File: config.mk
export PLATFORM = sky130hd
export DESIGN_NAME = fetch_unit
export DESIGN_NICKNAME = d
export VERILOG_FILES = /design/src/rtl/fetch_unit.sv
export SDC_FILE = /design/constraint.sdc
export NUM_CORES = 1
export LEC_CHECK = 0
export BUFFER_PORTS_ARGS = -buffer_cell sky130_fd_sc_hd__buf_2
export CORE_MARGIN = 2
export CORE_UTILIZATION = 28
export DETAILED_ROUTE_END_ITERATION = 7
export HOLD_SLACK_MARGIN = 0.06
export PLACE_DENSITY_LB_ADDON = 0.2
export REMOVE_ABC_BUFFERS = 1
export SETUP_SLACK_MARGIN = 0.05
export SLEW_MARGIN = 20
export SYNTH_ARGS = -nofsm -noshare
export SYNTH_HDL_FRONTEND = slang
export SYNTH_SLANG_ARGS = --single-unit
File: constraint.sdc
create_clock -name clk -period 1.6 [get_ports clk]
set_input_delay 0.32 -clock clk [delete_from_list [all_inputs] [get_ports clk]]
set_output_delay 0.32 -clock clk [all_outputs]
set_load 0.1 [all_outputs]
File: src/rtl/fetch_unit.sv
// Nibble-serial instruction fetch: four 4-bit RAM reads are assembled into
// one 16-bit instruction, held under a valid/ready handshake, with jump redirect.
module fetch_unit #(
  parameter logic [11:0] RESET_PC = 12'h000
) (
  input  logic        clk,
  input  logic        rst_n,
  output logic [11:0] mem_addr,
  output logic        mem_read,
  output logic        mem_write,
  output logic [3:0]  mem_in,
  input  logic [3:0]  mem_out,
  input  logic        jump,
  input  logic [11:0] jump_addr,
  output logic [15:0] instr,
  output logic [11:0] instr_pc,
  output logic        instr_valid,
  input  logic        instr_ready
);

  typedef enum logic [1:0] {FETCH, DRAIN, HOLD} state_t;

  state_t      state;
  state_t      next_state;
  logic [11:0] pc;
  logic [1:0]  cnt;
  logic [15:0] shreg;
  logic        rd_q;

  always_ff @(posedge clk or negedge rst_n) begin
    if (!rst_n) state <= FETCH;
    else        state <= next_state;
  end

  always_comb begin
    next_state = state;
    case (state)
      FETCH:   if (cnt == 2'd3) next_state = DRAIN;
      DRAIN:   next_state = HOLD;
      HOLD:    if (instr_ready) next_state = FETCH;
      default: next_state = FETCH;
    endcase
    if (jump) next_state = FETCH;
  end

  // Gating with rst_n keeps the strobe low while reset is asserted.
  always_comb begin
    mem_read  = rst_n && (state == FETCH);
    mem_addr  = pc;
    mem_write = 1'b0;
    mem_in    = 4'h0;
  end

  // rd_q marks that mem_out carries data for a read issued last cycle; clearing
  // it on jump drops the in-flight nibble.
  always_ff @(posedge clk or negedge rst_n) begin
    if (!rst_n) begin
      pc          <= RESET_PC;
      cnt         <= 2'd0;
      shreg       <= 16'h0;
      rd_q        <= 1'b0;
      instr_pc    <= 12'h0;
      instr_valid <= 1'b0;
    end else if (jump) begin
      pc          <= jump_addr;
      cnt         <= 2'd0;
      shreg       <= 16'h0;
      rd_q        <= 1'b0;
      instr_valid <= 1'b0;
    end else begin
      rd_q <= mem_read;
      if (rd_q) shreg <= {shreg[11:0], mem_out};
      case (state)
        FETCH: begin
          pc  <= pc + 12'd1;
          cnt <= cnt + 2'd1;
          if (cnt == 2'd0) instr_pc <= pc;
        end
        DRAIN: instr_valid <= 1'b1;
        HOLD: begin
          if (instr_ready) begin
            instr_valid <= 1'b0;
            cnt         <= 2'd0;
          end
        end
        default: ;
      endcase
    end
  end

  assign instr = shreg;

endmodule
==> results of run 1 <==
-- cells in the mapped netlist (all sizes together) (2+ instances only) --
| cell | count |
|---|---|
| a221oi | 2 |
| nand2b | 2 |
| nand2 | 9 |
| and3 | 4 |
| buf | 13 |
| and4 | 2 |
| or4 | 3 |
| ha | 3 |
| o31ai | 2 |
| mux2 | 12 |
| nor3b | 3 |
| a31oi | 5 |
| nor2 | 24 |
| nand4 | 2 |
| nand3 | 6 |
| o21ai | 8 |
| clkbuf | 2 |
| xnor2 | 2 |
| nor2b | 2 |
| mux2i | 17 |
| a21oi | 4 |
| dfrtp | 46 |
| inv | 6 |
| or3b | 2 |
-- metal layers --
| metal | track usage, % | part of all wire [%] | vias to the layer above | wire, um |
|---|---|---|---|---|
| li1 | - | - | 842 | - |
| met1 | 18.8 | 51 | 814 | 2650 |
| met2 | 18.1 | 43 | 59 | 2220 |
| met3 | 2.79 | 5.1 | 4 | 262 |
| met4 | 3.86 | 0.77 | 0 | 40 |
| met5 | 0 | 0 | - | 0 |
-- cells in the final DEF, fill, tap and decap left out, types with 2 or more instances in the layout --
cell type,instances
clkinv_2,2
o21ai_0,8
nand3_1,6
inv_1,6
buf_2,48
a221oi_1,2
nor2b_1,2
a21oi_1,4
clkbuf_4,5
o31ai_1,2
nor2_1,23
nand2_1,9
clkbuf_8,5
mux2_2,12
xnor2_1,2
nor3b_1,3
mux2i_1,17
dfrtp_1,44
nand4_1,2
and3_1,4
conb_1,5
ha_1,3
a31oi_1,5
buf_12,2
or4_1,3
buf_4,25
dfrtp_2,2
nand2b_1,2
and4_1,2
-- state kept, by name, summed over array words and instances, names as in the netlist --
| signal | count |
|---|---|
| state | 2 |
| instr_valid | 1 |
| instr_pc | 12 |
| mem_addr | 12 |
| rd_q | 1 |
| cnt | 2 |
| instr | 16 |
-- power by group through the flow --
stage,Sequential [mW],Clock (mW),Combinational [mW]
6_report,1.44,0.870,2.01
5_1_grt,1.47,0.951,2.10
4_1_cts,1.45,0.903,2.00
3_5_place_dp,1.47,0,1.97
3_3_place_gp,1.46,0,1.97
2_1_floorplan,2.66,0,0.362
-- repair_timing --
item,in CTS,in global routing
buffers inserted,3,1
pin swaps,1,0
hold buffers,1,0
gates resized for setup,11,8
endpoints found under the hold margin,10,0
endpoints found under the setup margin,11,17
-- final timing paths --
path | start | end | cells past startpoint
worst max-delay path | state[1]$_DFFE_PN0P_ | mem_read | 3
worst min-delay path | jump_addr[2] | mem_addr[2]$_DFFE_PN0P_ | 3
worst max register to register | mem_addr[0]$_DFFE_PN0P_ | mem_addr[8]$_DFFE_PN0P_ | 4
worst min register to register | instr_pc[11]$_DFFE_PN0P_ | instr_pc[11]$_DFFE_PN0P_ | 1
max in group asynchronous | rst_n | state[1]$_DFFE_PN0P_ | 3
min in group asynchronous | rst_n | mem_addr[11]$_DFFE_PN0P_ | 3
-- worst max-delay path, stage by stage, from the launching register on --
cell and delay, ns:
dfrtp_2 0.46, nor2_4 0.14, and2_4 0.18, buf_12 0.17
-- metrics by stage --
step	utilization [%]	setup TNS, ns
final	37.9	0
after global routing	37.9	-0.0503
after CTS	37.4	0
after detailed placement	35.1	0
after global placement	35.1	0
after floorplan	-	-4.36
-- cell type report --
| class | instances | area (um^2) | share of cell area, % |
|---|---|---|---|
| multi-input combinational | 132 | 942 | 32.7 |
| inverter | 6 | 22.5 | 0.782 |
| clock inverter | 3 | 40.0 | 1.39 |
| tap | 102 | 128 | 4.43 |
| timing repair buffer | 82 | 527 | 18.3 |
| sequential | 46 | 1150 | 40.0 |
| clock buffer | 5 | 68.8 | 2.39 |
-- kinds of logic after synthesis --
| logic type | after synthesis | synth area share (%) |
|---|---|---|
| fa+ha+maj | 3 | 1.73 |
| flops | 46 | 53.1 |
| other cells | 1 | 0.173 |
| xor+xnor | 2 | 0.808 |
| buf+inv | 21 | 5.25 |
| simple gates | 67 | 17.1 |
| mux | 29 | 14.1 |
| compound gates | 26 | 7.73 |
==> reports/results.txt, run 1 <==
Crit path capture type: primary output
Io pins: 67
Sequential-to-total area share from yosys stat: 53.1%
Ys Warns: 0
Via-per-instance ratio: 4.57
Final ANT Viol Nets: 0
Final setup vio count: 0
Die width: 92 um
Critical path class: flip-flop to primary output
Worst VDD drop: 938 uV
# placed instances: 363
Sw Ratio: 48.8%
Cell row count: 32
Non-filler cells, final: 376
Dpl ws: 0.0502 ns
Share of post-route cells with drive strength above 1: 39.8%
Max Slew Vio Count: 0
Area leader, netlist: dfrtp_1
Total track usage: 12.6%
Power Density: 1500 nW/um^2
Clock share of power: 20.1%
Grt ovf: 0
Top post-synthesis cells by area: dfrtp_1 53%, mux2i_1 7.8%, mux2_2 6.2%
Cell internal pwr: 2.22 mW
Final hold viol count: 0
Total Die Area: 8460 um^2
Buffers on Ports: 61
Flop pwr share: 33.3%
CP required: 1.28 ns
Placer Congestion: 0.793
Outcome: complete, no violations
Layout Area Growth over Synthesis: 32.9%
Design area: 2880 um^2
Mapped Cells: 195
Antenna diodes: 0
RSZ-0062 raised after global routing: true
Die Ht: 92 um
FFs w/ async S/R, synth: 100%
Fillcell total: 802
Total Power: 4.33 mW
Drc violations: 0
First-pass detailed-route iteration total: 4
Number of DRC markers in iteration 0: 64
Placed Area: 2670 um^2
Worst EP arrival: 1.25 ns
Vias in the first global route: 1637
Skew-Pair Late Insertion Delay: 0.30 ns
CTS Sinks: 46
Post-route setup slack: 0.0294 ns
Hold Crit Class: primary input to flip-flop
Startpoint Class: flip-flop
Initial antenna violation count: 0
CTS buffer count: 5
Net count, final: 296
Post-synth EDFFs: 0
Combinational power share: 46.5%
Crit Path Max Fanout: 5
Largest net degree at the start of global routing: 48
Synth cell types: 43
Worst clock skew: 0.00879 ns
Initial Utilization: 28.5%
WL/cell: 13.8 um
Post-route clock period utilization: 98.2%
Core area: 7610 um^2
WL final: 5.18 mm
H-tree lvl count: 2
Switch Pwr: 2.11 mW
Final min period: 1.57 ns
Mapped Avg Cell Area: 11.1 um^2
Max-cap violation count: 0
Synth Cell Area: 2170 um^2
WHS: 0.224 ns
Fmax achieved: 637 MHz
Leakage: 1.39 nW
Hpwl dp: 3.72 mm
Clock transition at path regs: 0.09 ns
Flop2flop setup slack: 0.04 ns
Clk buf depth: 2
Share of the synthesized area in the top cell type: 53.1%
Root Driver: clkbuf_8
Total number of vias: 1719
Main flop type after synthesis: dfrtp_1
CTS tree: done
Number of synthesized register bits: 46
Global-route wire length before repair: 8.45 mm
(Power assumes the default switching activity.)
==> run 2: changes to the inputs <==
GPL_TIMING_DRIVEN = 0   (was not set)
clock period = 1.35 ns   (was 1.6 ns; I/O delays follow)
==> reports/results.txt, run 2 (synthesis results as in run 1) <==
Fmax achieved: 645 MHz
Antenna diodes: 0 (unchanged)
CP max stage delay: 0.42 ns (-0.04 ns)
Commonest non-fill, non-tap cell in the layout: buf_4
# placed instances: 347 (-4.4%)
Skew-Pair Late Insertion Delay: 0.30 ns (about the same)
Crit path capture type: flip-flop
Total number of vias: 1743 (+1.4%)
Layout Area Growth over Synthesis: 47.5%
Final ANT Viol Nets: 0 (unchanged)
Non-filler cells, final: 375 (-0.27%)
Initial Utilization: 28.5% (unchanged)
Total track usage: 13.4% (+0.80 points)
Initial antenna violation count: 0 (unchanged)
First-pass detailed-route iteration total: 4 (unchanged)
CTS Sinks: 46 (unchanged)
Clock transition at path regs: 0.09 ns (about the same)
Outcome: finished, violations left
WL final: 5.60 mm (+8.2%)
Fillcell total: 767 (-4.4%)
Worst rel slew slack: 64.2%
Design area: 3200 um^2 (+11%)
Drc violations: 0 (unchanged)
WHS: -0.105 ns (-0.329 ns)
Worst VDD drop: 1020 uV (+8.7%)
CTS tree: done
Max Slew Vio Count: 0 (unchanged)
Total Power: 5.36 mW (+24%)
Largest net degree at the start of global routing: 49 (+2.1%)
WL/cell: 14.9 um (+8.5%)
Via-per-instance ratio: 4.65 (+1.7%)
Placed Area: 2530 um^2 (-5.4%)
CP max stage cell: or3b_4
Final Core Density: 42.1% (+4.2 points)
Crit Path Max Fanout: 6 (+1)
Cell row count: 32 (unchanged)
Final setup vio count: 21 (+21)
Worst EP arrival: 1.73 ns (+0.48 ns)
Critical path class: flip-flop to flip-flop
Worst-margin pin slew: 0.536 ns
Vias in the first global route: 1683 (+2.8%)
Commonest cells after routing, fill and taps aside: 37 x buf_4, 36 x dfrtp_1, 23 x nor2_1
Hold Crit Class: primary input to asynchronous set/reset pin
Post-route setup slack: -0.199 ns (-0.229 ns)
Grt ovf: 0 (unchanged)
Final hold viol count: 46 (+46)
Worst reg2reg path startpoint: mem_addr[0]$_DFFE_PN0P_
Net count, final: 295 (-0.34%)
Max reg flops: 16 (unchanged)
Worst clock skew: 0.00458 ns (-0.00421 ns)
Share of post-route cells with drive strength above 1: 47.6% (+7.8 points)
Final min period: 1.55 ns
CP required: 1.53 ns (+0.25 ns)
Core area: 7610 um^2 (unchanged)
Crit path cell chain: ha_1 > or3b_4 > o311ai_0 > nand3_1
H-tree lvl count: 2 (unchanged)
Die width: 92 um (unchanged)
Max-cap violation count: 0 (unchanged)
Io pins: 67 (unchanged)
Die Ht: 92 um (unchanged)
Power Density: 1670 nW/um^2 (+12%)
Post-route clock period utilization: 115%
Root Driver: clkbuf_8
Crit. Startpoint: mem_addr[0]$_DFFE_PN0P_
Clk buf depth: 2 (unchanged)
Placer Congestion: 0.731 (-7.8%)
Hpwl dp: 3.32 mm (-11%)
Global-route wire length before repair: 8.99 mm (+6.4%)
RSZ-0062 raised after global routing: true
Failing checks: hold timing, setup timing
Number of DRC markers in iteration 0: 58 (-9.4%)
Leakage: 1.46 nW (+5.5%)
Total Die Area: 8460 um^2 (unchanged)
Buffers on Ports: 61 (unchanged)
Startpoint Class: flip-flop
CTS buffer count: 5 (unchanged)
run 2: worst paths after layout:
path                            cells past startpoint                 endpoint  slack (ns)
worst min register to register                      1  instr_pc[4]$_DFFE_PN0P_        0.52
max in group asynchronous                           1  mem_addr[0]$_DFFE_PN0P_        1.11
min in group clk                                    2  instr_valid$_DFFE_PN0P_        0.17
worst min-delay path                                1    instr[12]$_DFFE_PN0P_       -0.11
worst max register to register                      4  mem_addr[6]$_DFFE_PN0P_       -0.20
worst max-delay path                                4  mem_addr[6]$_DFFE_PN0P_       -0.20
run 2: final cells by class:
type | instances | area [um^2] | share of cell area, %
Clock buffer | 5 | 68.8 | 2.15
Clock inverter | 3 | 23.8 | 0.743
Inverter | 6 | 26.3 | 0.821
Multi-Input combinational cell | 133 | 1070 | 33.5
Sequential cell | 46 | 1160 | 36.4
Tap cell | 102 | 128 | 3.99
Timing Repair Buffer | 80 | 717 | 22.4
run 2: where the power goes:
group,internal [mW],total [mW],switching (mW)
combinational,0.776,2.68,1.91
clock,0.371,0.891,0.520
sequential,1.58,1.78,0.199
total,2.73,5.36,2.63
run 2: routing by layer:
| layer | wire, um | global-route usage (%) | part of all wire, % |
|---|---|---|---|
| met5 | 0 | 0 | 0 |
| met1 | 2810 | 19.5 | 50 |
| met2 | 2470 | 19.9 | 44 |
| met4 | 58 | 4.10 | 1.0 |
| met3 | 259 | 2.88 | 4.6 |
run 2: metrics by stage:
step	setup slack, ns	TNS [ns]
4_1_cts	-0.228	-2.35
6_report	-0.199	-2.41
3_5_place_dp	-0.936	-14.75
2_1_floorplan	-0.915	-10.24
5_1_grt	-0.267	-3.75
3_3_place_gp	-0.932	-14.91
run 2: critical path, delay by kind of cell (launching register included):
family,cells,cell delay [ns]
and+or+nand+nor,2,0.54
DFF,1,0.38
AOI/OAI and AO/OA,1,0.37
adders and majority gates,1,0.15
run 2: repair_timing:
action / 4_1_cts / 5_1_grt
resized for setup: 104 / 27
buffers inserted: 14 / 8
gates cloned: 1 / 0
pin swaps: 9 / 15
hold endpoints to repair: 46 / 46
setup endpoints to repair: 81 / 43
==> run 3: changes to the inputs <==
==> constraint.sdc (replaced) <==
create_clock -name clk -period 1.35 [get_ports clk]
set_input_delay 0.2025 -clock clk [delete_from_list [all_inputs] [get_ports clk]]
set_output_delay 0.2025 -clock clk [all_outputs]
set_load 0.1 [all_outputs]
==> reports/results.txt, run 3 (synthesis results as in run 1) <==
Outcome: finished, violations left
Failing checks: hold timing, setup timing
Clk buf depth: 2 (unchanged)
Core area: 7610 um^2 (unchanged)
# placed instances: 347 (unchanged)
Worst clock skew: 0.00688 ns (+0.00230 ns)
Post-route clock period utilization: 117% (+2.3 points)
Crit path capture type: flip-flop
Critical path class: flip-flop to flip-flop
Final hold viol count: 46 (unchanged)
Placer Congestion: 0.731 (unchanged)
Placed Area: 2530 um^2 (unchanged)
RSZ-0062 raised after global routing: true
Final ANT Viol Nets: 0 (unchanged)
CTS Sinks: 46 (unchanged)
Root Driver: clkbuf_8
Share of post-route cells with drive strength above 1: 46.9% (-0.71 points)
Final setup vio count: 21 (unchanged)
First-pass detailed-route iteration total: 4 (unchanged)
Vias in the first global route: 1701 (+1.1%)
Worst rel slew slack: 58.5% (-5.6 points)
Final Core Density: 41.8% (-0.25 points)
Initial antenna violation count: 0 (unchanged)
Crit Path Max Fanout: 6 (unchanged)
Setup TNS: -2.91 ns (-0.505 ns)
Power Density: 1680 nW/um^2 (+0.24%)
Max reg flops: 16 (unchanged)
Clock transition at path regs: 0.09 ns (about the same)
Cell row count: 32 (unchanged)
Drc violations: 0 (unchanged)
Design area: 3180 um^2 (-0.59%)
Max Slew Vio Count: 0 (unchanged)
Net count, final: 297 (+0.68%)
Leakage: 1.48 nW (+0.77%)
Post-route setup slack: -0.230 ns (-0.0308 ns)
WHS: -0.0849 ns (+0.0205 ns)
CTS buffer count: 5 (unchanged)
Io pins: 67 (unchanged)
Layout Area Growth over Synthesis: 46.7%
Uppermost layer routed: met4
Final min period: 1.58 ns (+0.0308 ns)
Startpoint Class: flip-flop
Hold Crit Class: primary input to asynchronous set/reset pin
Met3 wire len: 290 um (+12%)
Initial Utilization: 28.5% (unchanged)
Via-per-instance ratio: 4.60 (-1.0%)
Non-filler cells, final: 377 (+0.53%)
Dpl ws: -0.868 ns (+0.0675 ns)
Max-cap violation count: 0 (unchanged)
Skew-Pair Late Insertion Delay: 0.30 ns (about the same)
DR WL met2: 2.42 mm (-2.3%)
Commonest non-fill, non-tap cell in the layout: dfrtp_1
Worst EP arrival: 1.81 ns (+0.08 ns)
Antenna diodes: 0 (unchanged)
WL/cell: 14.8 um (-1.1%)
Flop2flop setup slack: -0.23 ns (-0.03 ns)
Grt ovf: 0 (unchanged)
Worst VDD drop: 1220 uV (+19%)
Worst reg2reg path startpoint: mem_addr[0]$_DFFE_PN0P_
R2R depth: 4 (unchanged)
Global-route wire length before repair: 8.89 mm (-1.1%)
Buffers on Ports: 61 (unchanged)
M1 WL: 2.77 mm (-1.5%)
Fmax achieved: 633 MHz (-1.9%)
Die width: 92 um (unchanged)
Worst r2r dst: mem_addr[8]$_DFFE_PN0P_
H-tree lvl count: 2 (unchanged)
Hpwl dp: 3.32 mm (unchanged)
Total number of vias: 1734 (-0.52%)
Worst-margin pin slew: 0.622 ns (+0.0857 ns)
Total track usage: 13.2% (-0.19 points)
CTS tree: done
Die Ht: 92 um (unchanged)
Total Die Area: 8460 um^2 (unchanged)
CP required: 1.58 ns (+0.05 ns)
WL final: 5.57 mm (-0.55%)
Largest net degree at the start of global routing: 49 (unchanged)
Number of DRC markers in iteration 0: 61 (+5.2%)
Commonest cells after routing, fill and taps aside: 37 x dfrtp_1, 30 x buf_4, 23 x nor2_1
[run 3: cell count changes in the layout (fill, tap and decap cells not counted), moves of 2 or more]
| cell | change |
|---|---|
| nand2_2 | -2 |
| clkbuf_4 | +12 |
| nand2_1 | +2 |
| buf_4 | -7 |
| buf_8 | -7 |
| buf_6 | +3 |
[run 3: critical path, stage by stage (launching register included)]
cell	delay [ns]
dfrtp_2	0.40
ha_4	0.13
or3b_4	0.41
or4_1	0.40
a31oi_1	0.16
[run 3: final cells by class]
class	count	area, um^2
Clock buffer	5	68.8
Inverter	6	22.5
Timing Repair Buffer	82	703
Tap cell	102	128
Multi-Input combinational cell	133	1070
Clock inverter	3	23.8
Sequential cell	46	1160
Fill cell	760	4430
[run 3: routing by layer]
| layer | up-vias | GRT usage (%) |
|---|---|---|
| li1 | 842 | - |
| met1 | 828 | 19.0 |
| met2 | 55 | 19.8 |
| met3 | 9 | 2.79 |
| met4 | 0 | 4.35 |
| met5 | - | 0 |
[run 3: report_power, final]
group | leakage (nW) | internal [mW] | switching [mW] | total, mW
sequential | 0.568 | 1.58 | 0.179 | 1.76
combinational | 0.867 | 0.769 | 1.92 | 2.69
clock | 0.0408 | 0.371 | 0.517 | 0.889
[run 3: worst max path at each step]
stage | from | end | cells after the start
CTS | mem_addr[0]$_DFFE_PN0P_ | mem_addr[8]$_DFFE_PN0P_ | 4
global placement | jump | instr_pc[4]$_DFFE_PN0P_ | 4
detailed placement | jump | instr_pc[4]$_DFFE_PN0P_ | 4
floorplan | mem_addr[0]$_DFFE_PN0P_ | mem_addr[8]$_DFFE_PN0P_ | 4
global route | mem_addr[0]$_DFFE_PN0P_ | mem_addr[10]$_DFFE_PN0P_ | 4
finish | mem_addr[0]$_DFFE_PN0P_ | mem_addr[8]$_DFFE_PN0P_ | 4
[run 3: timing repair]
action / 4_1_cts / 5_1_grt
buffers inserted: 14 / 10
gates resized for setup: 74 / 46
endpoints found under the hold margin: 46 / 46
pin swaps: 10 / 10
gates cloned: 1 / 0
endpoints found under the setup margin: 66 / 47
[run 3: through the flow]
step / power, mW / hold slack [ns]
2_1_floorplan: 3.58 / -0.0931
3_3_place_gp: 3.97 / 0.414
3_5_place_dp: 3.98 / 0.266
4_1_cts: 5.14 / -0.0692
5_1_grt: 5.57 / -0.0534
6_report: 5.34 / -0.0849
